[src/rtl/uart_char_rx.sv]
// rtl/uart_char_rx.sv - 8N1 UART receiver feeding a character FIFO for the UCI parser.
// Define UART_RX_CR_FILTER_EN to drop received 0x0D bytes at push time.
module uart_char_rx #(
    parameter int CLKS_PER_BIT = 868,
    parameter int FIFO_DEPTH   = 16
) (
    input  logic       clk_in,
    input  logic       rst_in,
    input  logic       rx_in,
    output logic [7:0] char_out,
    output logic       char_out_valid,
    input  logic       char_out_ready,
    output logic       frame_err_out,
    output logic       overflow_out
);
    localparam int TW = $clog2(CLKS_PER_BIT);
    localparam int AW = $clog2(FIFO_DEPTH);
    localparam logic [TW-1:0] T_HALF = TW'(CLKS_PER_BIT / 2);
    localparam logic [TW-1:0] T_LAST = TW'(CLKS_PER_BIT - 1);

    typedef enum logic [2:0] {WAIT_IDLE, IDLE, START, DATA, STOP} state_t;

    logic          rx_meta;
    logic          rx_s;
    state_t        state;
    logic [TW-1:0] timer;
    logic [2:0]    bit_idx;
    logic [7:0]    shreg;

    logic [7:0]    mem [FIFO_DEPTH];
    logic [AW:0]   wr_ptr;
    logic [AW:0]   rd_ptr;
    logic          empty;
    logic          full;
    logic          pop;
    logic          stop_tick;
    logic          keep;
    logic          push_req;
    logic          push_ok;

    always_ff @(posedge clk_in) begin
        if (!rst_in) begin
            rx_meta <= 1'b1;
            rx_s    <= 1'b1;
        end else begin
            rx_meta <= rx_in;
            rx_s    <= rx_meta;
        end
    end

    assign empty = (wr_ptr == rd_ptr);
    assign full  = (wr_ptr[AW] != rd_ptr[AW]) && (wr_ptr[AW-1:0] == rd_ptr[AW-1:0]);
    assign pop   = !empty && char_out_ready;

    assign char_out_valid = !empty;
    assign char_out       = empty ? 8'h00 : mem[rd_ptr[AW-1:0]];

`ifdef UART_RX_CR_FILTER_EN
    assign keep = (shreg != 8'h0D);
`else
    assign keep = 1'b1;
`endif

    assign stop_tick = (state == STOP) && (timer == T_LAST);
    assign push_req  = stop_tick && rx_s && keep;
    // A full FIFO still accepts the byte when the head leaves on the same edge.
    assign push_ok   = push_req && (!full || pop);

    always_ff @(posedge clk_in) begin
        if (!rst_in) begin
            state         <= WAIT_IDLE;
            timer         <= '0;
            bit_idx       <= '0;
            shreg         <= '0;
            frame_err_out <= 1'b0;
            overflow_out  <= 1'b0;
        end else begin
            frame_err_out <= 1'b0;
            overflow_out  <= push_req && full && !pop;
            case (state)
                WAIT_IDLE: begin
                    timer <= '0;
                    if (rx_s) state <= IDLE;
                end
                IDLE: begin
                    timer <= '0;
                    if (!rx_s) state <= START;
                end
                START: begin
                    if (timer == T_HALF) begin
                        timer   <= '0;
                        bit_idx <= '0;
                        state   <= rx_s ? IDLE : DATA;
                    end else begin
                        timer <= timer + TW'(1);
                    end
                end
                DATA: begin
                    if (timer == T_LAST) begin
                        timer   <= '0;
                        shreg   <= {rx_s, shreg[7:1]};
                        bit_idx <= bit_idx + 3'd1;
                        if (bit_idx == 3'd7) state <= STOP;
                    end else begin
                        timer <= timer + TW'(1);
                    end
                end
                STOP: begin
                    if (timer == T_LAST) begin
                        timer <= '0;
                        if (rx_s) begin
                            state <= IDLE;
                        end else begin
                            // Low stop bit means break or lost sync; wait for a real idle line.
                            frame_err_out <= 1'b1;
                            state         <= WAIT_IDLE;
                        end
                    end else begin
                        timer <= timer + TW'(1);
                    end
                end
                default: state <= WAIT_IDLE;
            endcase
        end
    end

    always_ff @(posedge clk_in) begin
        if (!rst_in) begin
            wr_ptr <= '0;
            rd_ptr <= '0;
        end else begin
            if (push_ok) wr_ptr <= wr_ptr + (AW+1)'(1);
            if (pop)     rd_ptr <= rd_ptr + (AW+1)'(1);
        end
    end

    always_ff @(posedge clk_in) begin
        if (push_ok) mem[wr_ptr[AW-1:0]] <= shreg;
    end
endmodule
[config.mk]
export PLATFORM = sky130hd
export DESIGN_NAME = uart_char_rx
export DESIGN_NICKNAME = d
export VERILOG_FILES = /design/src/rtl/uart_char_rx.sv
export SDC_FILE = /design/constraint.sdc
export NUM_CORES = 1
export LEC_CHECK = 0
export BUFFER_PORTS_ARGS = -buffer_cell sky130_fd_sc_hd__buf_2
export CORE_MARGIN = 2
export CORE_UTILIZATION = 55
export CTS_CLUSTER_DIAMETER = 60
export CTS_CLUSTER_SIZE = 20
export DETAILED_ROUTE_END_ITERATION = 6
export HOLD_SLACK_MARGIN = 0.03
export PLACE_DENSITY = 0.71
export SLEW_MARGIN = 15
export SYNTH_ARGS = -nofsm -noshare
export SYNTH_HDL_FRONTEND = slang
export SYNTH_SLANG_ARGS = --single-unit
[constraint.sdc]
create_clock -name clk_in -period 3.6 [get_ports clk_in]
set_clock_uncertainty 0.1 [all_clocks]
set_input_delay 0.36 -clock clk_in [delete_from_list [all_inputs] [get_ports clk_in]]
set_output_delay 0.36 -clock clk_in [all_outputs]
set_load 0.03 [all_outputs]
Word-level counts from Yosys, hierarchy flattened
Memories as Yosys holds them, arrays and structs flattened. A register that Yosys moved wholly into a read port is not among the register bits. Cells that the tools add are included.

Register bits: 38. Bits in writable memories: 128. Input port bits: 4. Logic and storage cells: 72. Memories kept: 1.

$add $sub $neg: 4. Eq/ne operators: 16. Mux-type cells: 21. Reduce and logical (&&, ||, !) cells: 20.

Memories: mem (depth 16, bits a word 8, read ports 1, clocked after memory_dff 1, wr ports 1, RTL line 30) `logic [7:0] mem [FIFO_DEPTH];`.

Operator list (number): $pmux W10 S3 (1); $mux W3 (8); $mux W10 (2); $pmux W3 S5 (1); $add A10 B1 Y10 const B (1); $add A5 B1 Y5 const B (2); $eq A10 B10 Y1 const B (1); $eq A10 B9 Y1 const B (1); $ne A2 B2 Y1 const B (5); $mux W4 (2); $mux W8 (1); $logic_and A1 B1 Y1 (7); $eq A3 B2 Y1 const B (2); $eq A3 B3 Y1 const B (2); $pmux W3 S2 (1); $reduce_and A3 Y1 (2); $reduce_and A6 Y1 (1); $eq A5 B5 Y1 (1); $eq A4 B4 Y1 (1); $mux W1 (4); $reduce_or A2 Y1 (2); $add A3 B1 Y3 const B (1); $eq A3 B1 Y1 const B (1); $logic_not A1 Y1 (3); 8 further kinds (8).

Depth between registers and ports, before layout
Word-level depth: 7. Mapped depth: 7. Gate-level depth less buffers: 7.

Worst setup path after synthesis
Ideal clock, no wire load.

Kind: flip-flop to output port. From: reg with a tool-made name. To: out char_out[5]. Arrival: 2.097 ns. Path slack: 1.043 ns. Cell stages (with the launch flop): 7. Cells stage by stage: dfxtp_1 buf_2 buf_2 buf_4 mux4_2 mux2i_1 a211oi_1.

RTL lines: end, declared (RTL line 10) `output logic [7:0] char_out,`.

==> reports/metrics.yaml <==
sta:
  tns_ns: 0
  slew_headroom_pct: 32.8
  fin_ws_ns: 0.563
  rsz0062_at_grt: "no"
  worst_pin_slew_ns: 1.01
  max_freq_ghz: 0.329
  setup_violations: 0
  final_max_slew_viol_count: 0
  whs_ns: 0.120
  fin_crit_ns: 3.04
  hold_viol: 0
  fin_crit_sh_pct: 84.4
cells_and_area:
  area_growth_pct: 11.7
  multi_input_comb_area_um2: 2210
  regArea_um2: 4690
  fillers: 899
  insertedDiodeCount: 0
  instances_no_fill: 669
  layout.nets: 497
  drive_gt1_share_pct: 19.5
  fin_util_pct: 62.7
  design_area_um2: 7890
global_routing:
  grt_pass1_vias: 3937
  grt_max_degree: 34
  grt-ovfl-total: 0
  grt_pass1_wl_um: 20900
  antenna_found_initial: 0
  grt.total_usage_pct: 20.2
drt:
  vias: 3836
  drc_errors: 0
  wl_per_cell_um: 19.3
  drt_iter0_drc: 306
  vias_per_cell: 5.73
  drt_first_pass_iters: 4
  antenna_left: 0
  wl_um: 12900
floorplanning:
  initial_core_util_pct: 56.2
  ios: 15
  fp.dieArea_um2: 13800
  core-area_um2: 12600
  die_w_um: 117
  num_rows: 41
  chipHeight_um: 117
clocking:
  cts-resized-gates: 0
  cts-root-buf: "clkbuf_16"
  clk_latency_ns: 0.41
  cts_tree: "built"
  cts_buffer_depth: 2
  clk_pin_slew_ns: 0.06
  numClockSinks: 170
  cts_inserted_buffers: 17
  post-cts-setup-buffers: 0
  ctsHoldBuffers: 1
  htreeDepth: 4
yosys:
  synth_area_um2: 7060
  synth_nets: 473
  syn_inst: 460
  synth_edf_count: 128
  synth_top_area_share_pct: 54.4
  ys_ff_latch: 170
  synth_area_leader_cell: "edfxtp_1"
  ys_seq_area_share_pct: 66.3
  synth_area_leaders: "edfxtp_1 (54%), dfxtp_1 (12%), mux4_2 (10%), mux2i_1 (2.7%), nor2_1 (2.1%)"
  synthDistinctLibCells: 50
  yosys_warnings: 0
  syn_avg_cell_area_um2: 15.3
  synth_ff_type: "edfxtp_1"
  ys_async_sr_fraction_pct: 0
placement:
  post-place-ws_ns: 0.829
  place_hpwl_um: 8390
  portBuffers: 14
  dp_cells: 636
  placed_area_um2: 7310
  gp_congestion: 0.851
power:
  p_per_area_nw_per_um2: 493
  p_leak_nw: 2.57
  power_mw: 3.89
  max-vdd-ir-drop_v: 0.000263
hold_path:
  hold_path_class: "input port to flip-flop"
job:
  cap_violations: 0
worst_setup_path:
  path_class: "flip-flop to output port"
  end_kind: "output port"
  cp.required_ns: 3.14
  crit_fanout: 18
  startpoint_type: "flip-flop"
  worstPathArrival_ns: 2.58
status:
  status: "completed"
==> where the power goes <==
part           leakage (nW)  total (mW)  switching [mW]  internal (mW)
registers              1.52        2.11          0.0204           2.09
logic                 0.756      0.0625          0.0320         0.0305
clock network         0.285        1.72           0.673           1.05
total                  2.57        3.89           0.726           3.17
==> final cells by class <==
class	count	share of cell area, %
flip-flops and latches	170	59.4
multi-input cells	258	28.1
repair buffers	26	2.06
clock inverters	10	1.30
inverters	11	0.524
clock buffers	22	5.89
well taps	172	2.73
==> worst max-delay path, stage by stage (launching register included) <==
cell      delay, ns
dfxtp_2        0.74
buf_4          0.33
mux4_2         0.54
mux2i_1        0.20
a211oi_1       0.12
buf_2          0.23
==> synthesized netlist by cell type (2+ instances only) <==
master,instances
clkbuf_1,8
a31oi_1,2
or3_1,5
ha_1,9
buf_1,4
nor4b_1,2
buf_2,3
nand2_1,21
o22ai_1,7
a21oi_1,10
o211ai_1,3
xnor2_1,6
buf_4,2
mux4_2,32
nor4_1,4
nand4_1,2
inv_1,11
and2_1,4
nand2b_1,8
a211oi_1,17
mux2i_1,19
dfxtp_1,42
nor2b_1,11
and4_1,2
xor2_1,6
buf_6,4
nor3_1,12
nand3_1,8
a21bo_2,2
o21ai_0,8
edfxtp_1,128
nor2_1,39
and3_1,2
==> cells by family after synthesis <==
family / synth area share [%]
simple gates: 9.52
xor+xnor: 1.49
fa+ha+maj: 1.59
mux: 12.9
flops: 66.3
compound gates: 5.87
buf+inv: 2.29
==> placed cells by master (no fill, tap or decap), drive strengths merged, types with 7 or more instances in the layout <==
cell type	n
edfxtp	128
dfxtp	42
nor2	40
mux4	32
buf	25
clkbuf	22
nand2	21
mux2i	19
a211oi	18
nor3	12
inv	11
nor2b	11
a21oi	11
ha	9
o21ai	9
nand2b	8
nand3	8
clkinv	8
o22ai	7
==> routing by layer <==
layer  part of all wire (%)  vias up  track usage (%)
met5                      0        -                0
met4                    1.6        0             7.61
met3                    3.3       15             4.18
met2                     51       68             34.4
met1                     44     1920             25.6
li1                       -     1833                -
==> worst paths after layout <==
kind         startpoint     endpoint  slack, ns  cells past startpoint
max           flip-flop  char_out[6]       0.56                      5
min              rst_in         rx_s       0.12                      2
max reg2reg    timer[0]   mem[10][2]       0.84                      6
min reg2reg     rx_meta         rx_s       0.32                      1
==> registers in the layout (all words and copies together), names as in the netlist, named ones only <==
signal	count
shreg	8
rx_meta	1
rx_s	1
frame_err_out	1
rd_ptr	5
wr_ptr	5
timer	10
state	3
overflow_out	1
bit_idx	3
mem	128
(Power assumes the default switching activity.)
